[src/rtl/ram_arbiter_if.sv]
// Bus bundle between the two requesters, the arbiter and the single-port RAM.
// The slave side is the arbiter; the master side is its environment
// (instruction-fetch master, load/store master and the RAM itself).
interface ram_arbiter_if;
   logic        m0_req;
   logic [15:0] m0_addr;
   logic [15:0] m0_wdata;
   logic [1:0]  m0_be;
   logic        m0_we;
   logic        m0_ack;
   logic [15:0] m0_rdata;
   logic        m0_err;

   logic        m1_req;
   logic [15:0] m1_addr;
   logic [15:0] m1_wdata;
   logic [1:0]  m1_be;
   logic        m1_we;
   logic        m1_ack;
   logic [15:0] m1_rdata;
   logic        m1_err;

   logic [15:0] ram_address;
   logic [15:0] ram_data_in;
   logic [1:0]  ram_be;
   logic        ram_we;
   logic [15:0] ram_data_out;

   modport slave (
      input  m0_req, m0_addr, m0_wdata, m0_be, m0_we,
      output m0_ack, m0_rdata, m0_err,
      input  m1_req, m1_addr, m1_wdata, m1_be, m1_we,
      output m1_ack, m1_rdata, m1_err,
      output ram_address, ram_data_in, ram_be, ram_we,
      input  ram_data_out
   );

   modport master (
      output m0_req, m0_addr, m0_wdata, m0_be, m0_we,
      input  m0_ack, m0_rdata, m0_err,
      output m1_req, m1_addr, m1_wdata, m1_be, m1_we,
      input  m1_ack, m1_rdata, m1_err,
      input  ram_address, ram_data_in, ram_be, ram_we,
      output ram_data_out
   );
endinterface

[src/rtl/ram_arbiter.sv]
// Two-master arbiter/sequencer in front of a single-port byte-addressable RAM.
// Every access takes IDLE -> ACCESS -> RESP; the granted request is latched,
// range-checked, driven to the RAM for one cycle and answered with an ack pulse.
module ram_arbiter #(
   parameter int unsigned MEM_BYTES = 256,
   parameter bit          PRIO_MODE = 1'b0
) (
   input  logic         clk,
   input  logic         reset,
   ram_arbiter_if.slave bus,
   output logic         busy
);

   localparam int unsigned AW        = 16;
   localparam int unsigned DW        = 16;
   localparam int unsigned BEW       = 2;
   localparam int unsigned LAST_ADDR = MEM_BYTES - 1;
   localparam logic [BEW-1:0] BE_BYTE = 2'b01;

   typedef enum logic [1:0] {
      IDLE   = 2'd0,
      ACCESS = 2'd1,
      RESP   = 2'd2
   } state_t;

   state_t         state_q, state_d;
   logic           rr_q, rr_d;            // 0 = master 0 holds the turn
   logic           id_q, id_d;            // granted master
   logic [AW-1:0]  addr_q, addr_d;
   logic [DW-1:0]  wdata_q, wdata_d;
   logic [BEW-1:0] be_q, be_d;
   logic           we_q, we_d;
   logic           err_q, err_d;
   logic           ram_we_q, ram_we_d;
   logic           m0_ack_q, m0_ack_d;
   logic           m1_ack_q, m1_ack_d;
   logic [DW-1:0]  m0_rdata_q, m0_rdata_d;
   logic [DW-1:0]  m1_rdata_q, m1_rdata_d;
   logic           m0_err_q, m0_err_d;
   logic           m1_err_q, m1_err_d;
   logic           busy_q, busy_d;

   logic           gnt1_c;
   logic [DW-1:0]  rd_val_c;

   // Next-state, grant, latch and response computation
   always_comb begin
      state_d    = state_q;
      rr_d       = rr_q;
      id_d       = id_q;
      addr_d     = addr_q;
      wdata_d    = wdata_q;
      be_d       = be_q;
      we_d       = we_q;
      err_d      = err_q;
      ram_we_d   = 1'b0;
      m0_ack_d   = 1'b0;
      m1_ack_d   = 1'b0;
      m0_rdata_d = '0;
      m1_rdata_d = '0;
      m0_err_d   = 1'b0;
      m1_err_d   = 1'b0;

      // master 1 wins when alone, or on a tie when round-robin points at it
      gnt1_c   = bus.m1_req & (~bus.m0_req | (~PRIO_MODE & rr_q));
      rd_val_c = err_q ? '0 :
                 ((be_q == BE_BYTE) ? {8'h00, bus.ram_data_out[7:0]} : bus.ram_data_out);

      case (state_q)
         IDLE: begin
            if (bus.m0_req | bus.m1_req) begin
               id_d     = gnt1_c;
               addr_d   = gnt1_c ? bus.m1_addr  : bus.m0_addr;
               wdata_d  = gnt1_c ? bus.m1_wdata : bus.m0_wdata;
               be_d     = gnt1_c ? bus.m1_be    : bus.m0_be;
               we_d     = gnt1_c ? bus.m1_we    : bus.m0_we;
               // a word access at the last byte would spill past the RAM
               err_d    = (32'(addr_d) >= MEM_BYTES) |
                          ((be_d != BE_BYTE) & (32'(addr_d) == LAST_ADDR));
               ram_we_d = we_d & ~err_d;
               rr_d     = ~rr_q;
               state_d  = ACCESS;
            end
         end
         ACCESS: begin
            if (id_q) begin
               m1_ack_d   = 1'b1;
               m1_rdata_d = rd_val_c;
               m1_err_d   = err_q;
            end else begin
               m0_ack_d   = 1'b1;
               m0_rdata_d = rd_val_c;
               m0_err_d   = err_q;
            end
            state_d = RESP;
         end
         RESP: begin
            state_d = IDLE;
         end
         default: begin
            state_d = IDLE;
         end
      endcase

      busy_d = (state_d != IDLE);
   end

   // State and output registers; reset abandons any access in flight
   always_ff @(posedge clk or posedge reset) begin
      if (reset) begin
         state_q    <= IDLE;
         rr_q       <= 1'b0;
         id_q       <= 1'b0;
         addr_q     <= '0;
         wdata_q    <= '0;
         be_q       <= '0;
         we_q       <= 1'b0;
         err_q      <= 1'b0;
         ram_we_q   <= 1'b0;
         m0_ack_q   <= 1'b0;
         m1_ack_q   <= 1'b0;
         m0_rdata_q <= '0;
         m1_rdata_q <= '0;
         m0_err_q   <= 1'b0;
         m1_err_q   <= 1'b0;
         busy_q     <= 1'b0;
      end else begin
         state_q    <= state_d;
         rr_q       <= rr_d;
         id_q       <= id_d;
         addr_q     <= addr_d;
         wdata_q    <= wdata_d;
         be_q       <= be_d;
         we_q       <= we_d;
         err_q      <= err_d;
         ram_we_q   <= ram_we_d;
         m0_ack_q   <= m0_ack_d;
         m1_ack_q   <= m1_ack_d;
         m0_rdata_q <= m0_rdata_d;
         m1_rdata_q <= m1_rdata_d;
         m0_err_q   <= m0_err_d;
         m1_err_q   <= m1_err_d;
         busy_q     <= busy_d;
      end
   end

   // RAM side is driven straight from the access latch
   assign bus.ram_address = addr_q;
   assign bus.ram_data_in = wdata_q;
   assign bus.ram_be      = be_q;
   assign bus.ram_we      = ram_we_q;

   assign bus.m0_ack   = m0_ack_q;
   assign bus.m0_rdata = m0_rdata_q;
   assign bus.m0_err   = m0_err_q;
   assign bus.m1_ack   = m1_ack_q;
   assign bus.m1_rdata = m1_rdata_q;
   assign bus.m1_err   = m1_err_q;
   assign busy         = busy_q;

endmodule

[src/flat_wrapper.sv]
// flat-port wrapper written by rule: the top's interface ports become plain ports
module ram_arbiter_flat 
#(
   parameter int unsigned MEM_BYTES = 256,
   parameter bit          PRIO_MODE = 1'b0
)
  (clk, reset, busy, bus_m0_req, bus_m0_addr, bus_m0_wdata, bus_m0_be, bus_m0_we, bus_m0_ack, bus_m0_rdata, bus_m0_err, bus_m1_req, bus_m1_addr, bus_m1_wdata, bus_m1_be, bus_m1_we, bus_m1_ack, bus_m1_rdata, bus_m1_err, bus_ram_address, bus_ram_data_in, bus_ram_be, bus_ram_we, bus_ram_data_out);
  ram_arbiter_if bus_i ();
  input  logic clk;
  input  logic reset;
  output logic busy;
  input wire logic [$bits(bus_i.m0_req)-1:0] bus_m0_req;
  input wire logic [$bits(bus_i.m0_addr)-1:0] bus_m0_addr;
  input wire logic [$bits(bus_i.m0_wdata)-1:0] bus_m0_wdata;
  input wire logic [$bits(bus_i.m0_be)-1:0] bus_m0_be;
  input wire logic [$bits(bus_i.m0_we)-1:0] bus_m0_we;
  output wire logic [$bits(bus_i.m0_ack)-1:0] bus_m0_ack;
  output wire logic [$bits(bus_i.m0_rdata)-1:0] bus_m0_rdata;
  output wire logic [$bits(bus_i.m0_err)-1:0] bus_m0_err;
  input wire logic [$bits(bus_i.m1_req)-1:0] bus_m1_req;
  input wire logic [$bits(bus_i.m1_addr)-1:0] bus_m1_addr;
  input wire logic [$bits(bus_i.m1_wdata)-1:0] bus_m1_wdata;
  input wire logic [$bits(bus_i.m1_be)-1:0] bus_m1_be;
  input wire logic [$bits(bus_i.m1_we)-1:0] bus_m1_we;
  output wire logic [$bits(bus_i.m1_ack)-1:0] bus_m1_ack;
  output wire logic [$bits(bus_i.m1_rdata)-1:0] bus_m1_rdata;
  output wire logic [$bits(bus_i.m1_err)-1:0] bus_m1_err;
  output wire logic [$bits(bus_i.ram_address)-1:0] bus_ram_address;
  output wire logic [$bits(bus_i.ram_data_in)-1:0] bus_ram_data_in;
  output wire logic [$bits(bus_i.ram_be)-1:0] bus_ram_be;
  output wire logic [$bits(bus_i.ram_we)-1:0] bus_ram_we;
  input wire logic [$bits(bus_i.ram_data_out)-1:0] bus_ram_data_out;
  assign bus_i.m0_req = bus_m0_req;
  assign bus_i.m0_addr = bus_m0_addr;
  assign bus_i.m0_wdata = bus_m0_wdata;
  assign bus_i.m0_be = bus_m0_be;
  assign bus_i.m0_we = bus_m0_we;
  assign bus_m0_ack = bus_i.m0_ack;
  assign bus_m0_rdata = bus_i.m0_rdata;
  assign bus_m0_err = bus_i.m0_err;
  assign bus_i.m1_req = bus_m1_req;
  assign bus_i.m1_addr = bus_m1_addr;
  assign bus_i.m1_wdata = bus_m1_wdata;
  assign bus_i.m1_be = bus_m1_be;
  assign bus_i.m1_we = bus_m1_we;
  assign bus_m1_ack = bus_i.m1_ack;
  assign bus_m1_rdata = bus_i.m1_rdata;
  assign bus_m1_err = bus_i.m1_err;
  assign bus_ram_address = bus_i.ram_address;
  assign bus_ram_data_in = bus_i.ram_data_in;
  assign bus_ram_be = bus_i.ram_be;
  assign bus_ram_we = bus_i.ram_we;
  assign bus_i.ram_data_out = bus_ram_data_out;
  ram_arbiter #(.MEM_BYTES(MEM_BYTES), .PRIO_MODE(PRIO_MODE)) u_core (.clk(clk), .reset(reset), .bus(bus_i), .busy(busy));
endmodule
[config.mk]
export PLATFORM = sky130hd
export DESIGN_NAME = ram_arbiter_flat
export DESIGN_NICKNAME = d
export VERILOG_FILES = /design/src/rtl/ram_arbiter_if.sv /design/src/rtl/ram_arbiter.sv /design/src/flat_wrapper.sv
export SDC_FILE = /design/constraint.sdc
export NUM_CORES = 1
export LEC_CHECK = 0
export CORE_ASPECT_RATIO = 1.4
export CORE_MARGIN = 2
export CORE_UTILIZATION = 44
export CTS_BUF_LIST = sky130_fd_sc_hd__clkbuf_8
export DETAILED_ROUTE_END_ITERATION = 16
export PLACE_DENSITY = 0.86
export SLEW_MARGIN = 20
export SYNTH_ARGS = -nofsm -noshare
export SYNTH_HDL_FRONTEND = slang
export SYNTH_SLANG_ARGS = --single-unit
[constraint.sdc]
create_clock -name clk -period 6.3 [get_ports clk]
set_input_delay 1.575 -clock clk [delete_from_list [all_inputs] [get_ports clk]]
set_output_delay 1.575 -clock clk [all_outputs]
set_load 0.02 [all_outputs]
==> impl_metrics.json <==
{
  "fin_area_sq_um": 5061,
  "hp-class": "flip-flop to flip-flop",
  "grt_max_degree": 78,
  "max-slew-margin-rel": 0.3893,
  "postCtsSetupBuffers": 0,
  "n_antenna_cell": 0,
  "dr.pass1.iters": 6,
  "cts_root_buffer": "clkbuf_8",
  "synth_edf_count": 0,
  "design.core.area_sq_um": 6937,
  "worst_ir_drop_vdd_mv": 0.2717,
  "start_util": 0.4508,
  "clock_latency_ns": 0.34,
  "maxClockFrequency_ghz": 0.2895,
  "synthDistinctLibCells": 33,
  "dr_total_vias": 2588,
  "dieArea_sq_um": 7806,
  "grt_pass1_vias": 2764,
  "grt_usage": 0.2258,
  "top_usage_layer": "met2",
  "ys_ff_latch": 77,
  "clock_path_buffers": 2,
  "p_leak_nw": 2.237,
  "grt_pass1_wl_mm": 13.16,
  "hpwl_mm": 6.390,
  "yosys_warnings": 0,
  "rows": 36,
  "layout-drive-gt1-share": 0.06636,
  "worstPathCellList": "clkdlybuf4s50_1 > nor2_1 > nor3_4 > buf_4 > nor2_1 > a21oi_1",
  "period_needed_ns": 3.454,
  "cp_max_fo": 48,
  "avgSynthCellArea_sq_um": 11.50,
  "startpoint_type": "input port",
  "async_flop_share": 1.000,
  "cts_tree": "yes",
  "use_met2": 0.3991,
  "finalCritPeriodShare": 0.5482,
  "rsz0062_at_grt": "false",
  "worst_pin_slew_ns": 0.9161,
  "numCtsBuffers": 9,
  "final_nets": 523,
  "drv_cap": 0,
  "critical_path.slowest_cell": "nor3_4",
  "port_buffers": 161,
  "use_met3": 0.04572,
  "status": "complete, no violations",
  "place.gp.congestion": 0.9071,
  "skew_ns": 0.01009,
  "slew_viol_final": 0,
  "synthesis.nets": 362,
  "cts.sinks": 77,
  "vias_per_cell": 4.865,
  "cts_resized": 0,
  "final_cell_mix": "161 x clkdlybuf4s50_1, 77 x dfrtp_1, 50 x nor2_1",
  "boundaryPins": 162,
  "tns_ns": 0,
  "crit_type": "input port to flip-flop",
  "routed_wirelength_mm": 8.224,
  "slowest_delay_ns": 0.66,
  "drt_iter0_markers": 130,
  "hold_viol": 0,
  "ys_seq_area_frac": 0.6162,
  "synth_ff_type": "dfrtp_1",
  "htreeDepth": 3,
  "placed_area_sq_um": 4803,
  "p_per_area_nw_per_um2": 387.4,
  "overflow": 0,
  "setup_viol": 0,
  "antenna_left": 0,
  "syn_to_final_growth_pct": 61.86,
  "cp_common_cell": "nor2_1",
  "final_common_cell": "clkdlybuf4s50_1",
  "nFillCells": 522,
  "arrival_ns": 3.71,
  "die_w_microns": 75.25,
  "crit_required_ns": 6.56,
  "antenna_found_initial": 0,
  "synthCells": 272,
  "die-height_microns": 103.7,
  "endpoint_kind": "flip-flop",
  "met1_usage": 0.2253,
  "path_clk_slew_ns": 0.07,
  "syn-cell-area_sq_um": 3127,
  "avgRoutedWirePerCell_microns": 15.46,
  "drc": 0,
  "hold_buffers": 0
}
path summary, 6_finish.rpt:
| path | start | to | slack, ns | cells after the start |
|---|---|---|---|---|
| min in group asynchronous | reset | u_core.bus.m1_rdata[14] | 1.82 | 3 |
| max in group asynchronous | reset | u_core.bus.ram_address[8] | 3.88 | 3 |
| worst max-delay path | bus_m1_req | u_core.bus.ram_address[4] | 2.85 | 6 |
| worst min register to register | u_core.bus.ram_address[9] | u_core.bus.ram_address[9] | 0.50 | 1 |
| worst max register to register | u_core.state_q[0] | u_core.bus.ram_address[4] | 4.33 | 4 |
| worst min-delay path | u_core.bus.ram_address[9] | u_core.bus.ram_address[9] | 0.50 | 1 |
power breakdown:
part	switching, mW	total (mW)	internal (mW)
registers	0.0781	0.706	0.628
logic	0.415	0.777	0.362
clock network	0.176	0.477	0.302
total	0.669	1.96	1.29
per-layer routing:
layer / part of all wire / wire (microns)
met5: 0 / 0
met2: 0.57 / 4681
met1: 0.32 / 2663
met4: 0.049 / 407
met3: 0.057 / 471
final cells by class:
class,count,area (sq um),share of cell area
sequential,77,1927,0.3807
timing repair buffer,163,1627,0.3214
multi-input combinational,176,1107,0.2188
clock inverter,6,133.9,0.02645
clock buffer,9,123.9,0.02447
tap,95,118.9,0.02349
inverter,6,23.77,0.004697
synthesized netlist by cell type (2+ instances only):
cell type	instances	area, sq um
mux2i_1	35	350.3
nand2b_1	8	50.05
nor3_1	3	15.01
nor2b_1	2	12.51
nor2_1	50	187.7
buf_4	3	22.52
nor2_2	2	12.51
and2_1	16	100.1
clkbuf_1	2	7.510
a211o_1	2	17.52
inv_1	6	22.52
nand4_1	5	31.28
buf_2	7	35.03
a21oi_1	33	165.2
nand3b_1	2	15.01
and3_1	2	12.51
nand2_2	2	12.51
dfrtp_1	77	1927
critical path, delay by kind of cell:
| family | cells | cell delay (ns) |
|---|---|---|
| simple gates | 3 | 0.85 |
| compound gates | 1 | 0.14 |
| buf+inv | 2 | 1.13 |
stage by stage:
stage	hold slack (ns)	power [mW]	worst slack, ns	std cells	utilization
finish	0.5018	1.961	2.846	532	0.7296
global route	0.5199	2.064	2.631	532	0.7296
CTS	0.4996	1.980	2.852	532	0.7296
detailed placement	0.4832	1.499	2.470	517	0.6925
global placement	0.4774	1.476	2.586	517	0.6925
floorplan	0.4543	1.131	2.758	272	-
state kept, by name, summed over array words and instances (netlist names), 2 cells and up:
name,cells
u_core.state_q,2
u_core.bus.m1_rdata,16
u_core.bus.ram_address,16
u_core.bus.ram_data_in,16
u_core.bus.m0_rdata,16
u_core.bus.ram_be,2
kinds of logic (layout without fill, tap and decap cells):
kind of cell | Yosys count | count (layout) | synth area share
xor+xnor | 1 | 1 | 0.002802
buf+inv | 19 | 184 | 0.02961
compound gates | 40 | 40 | 0.07283
mux | 35 | 35 | 0.1120
simple gates | 100 | 100 | 0.1665
flops | 77 | 77 | 0.6162
No activity file was read; power rests on OpenSTA's default activity.
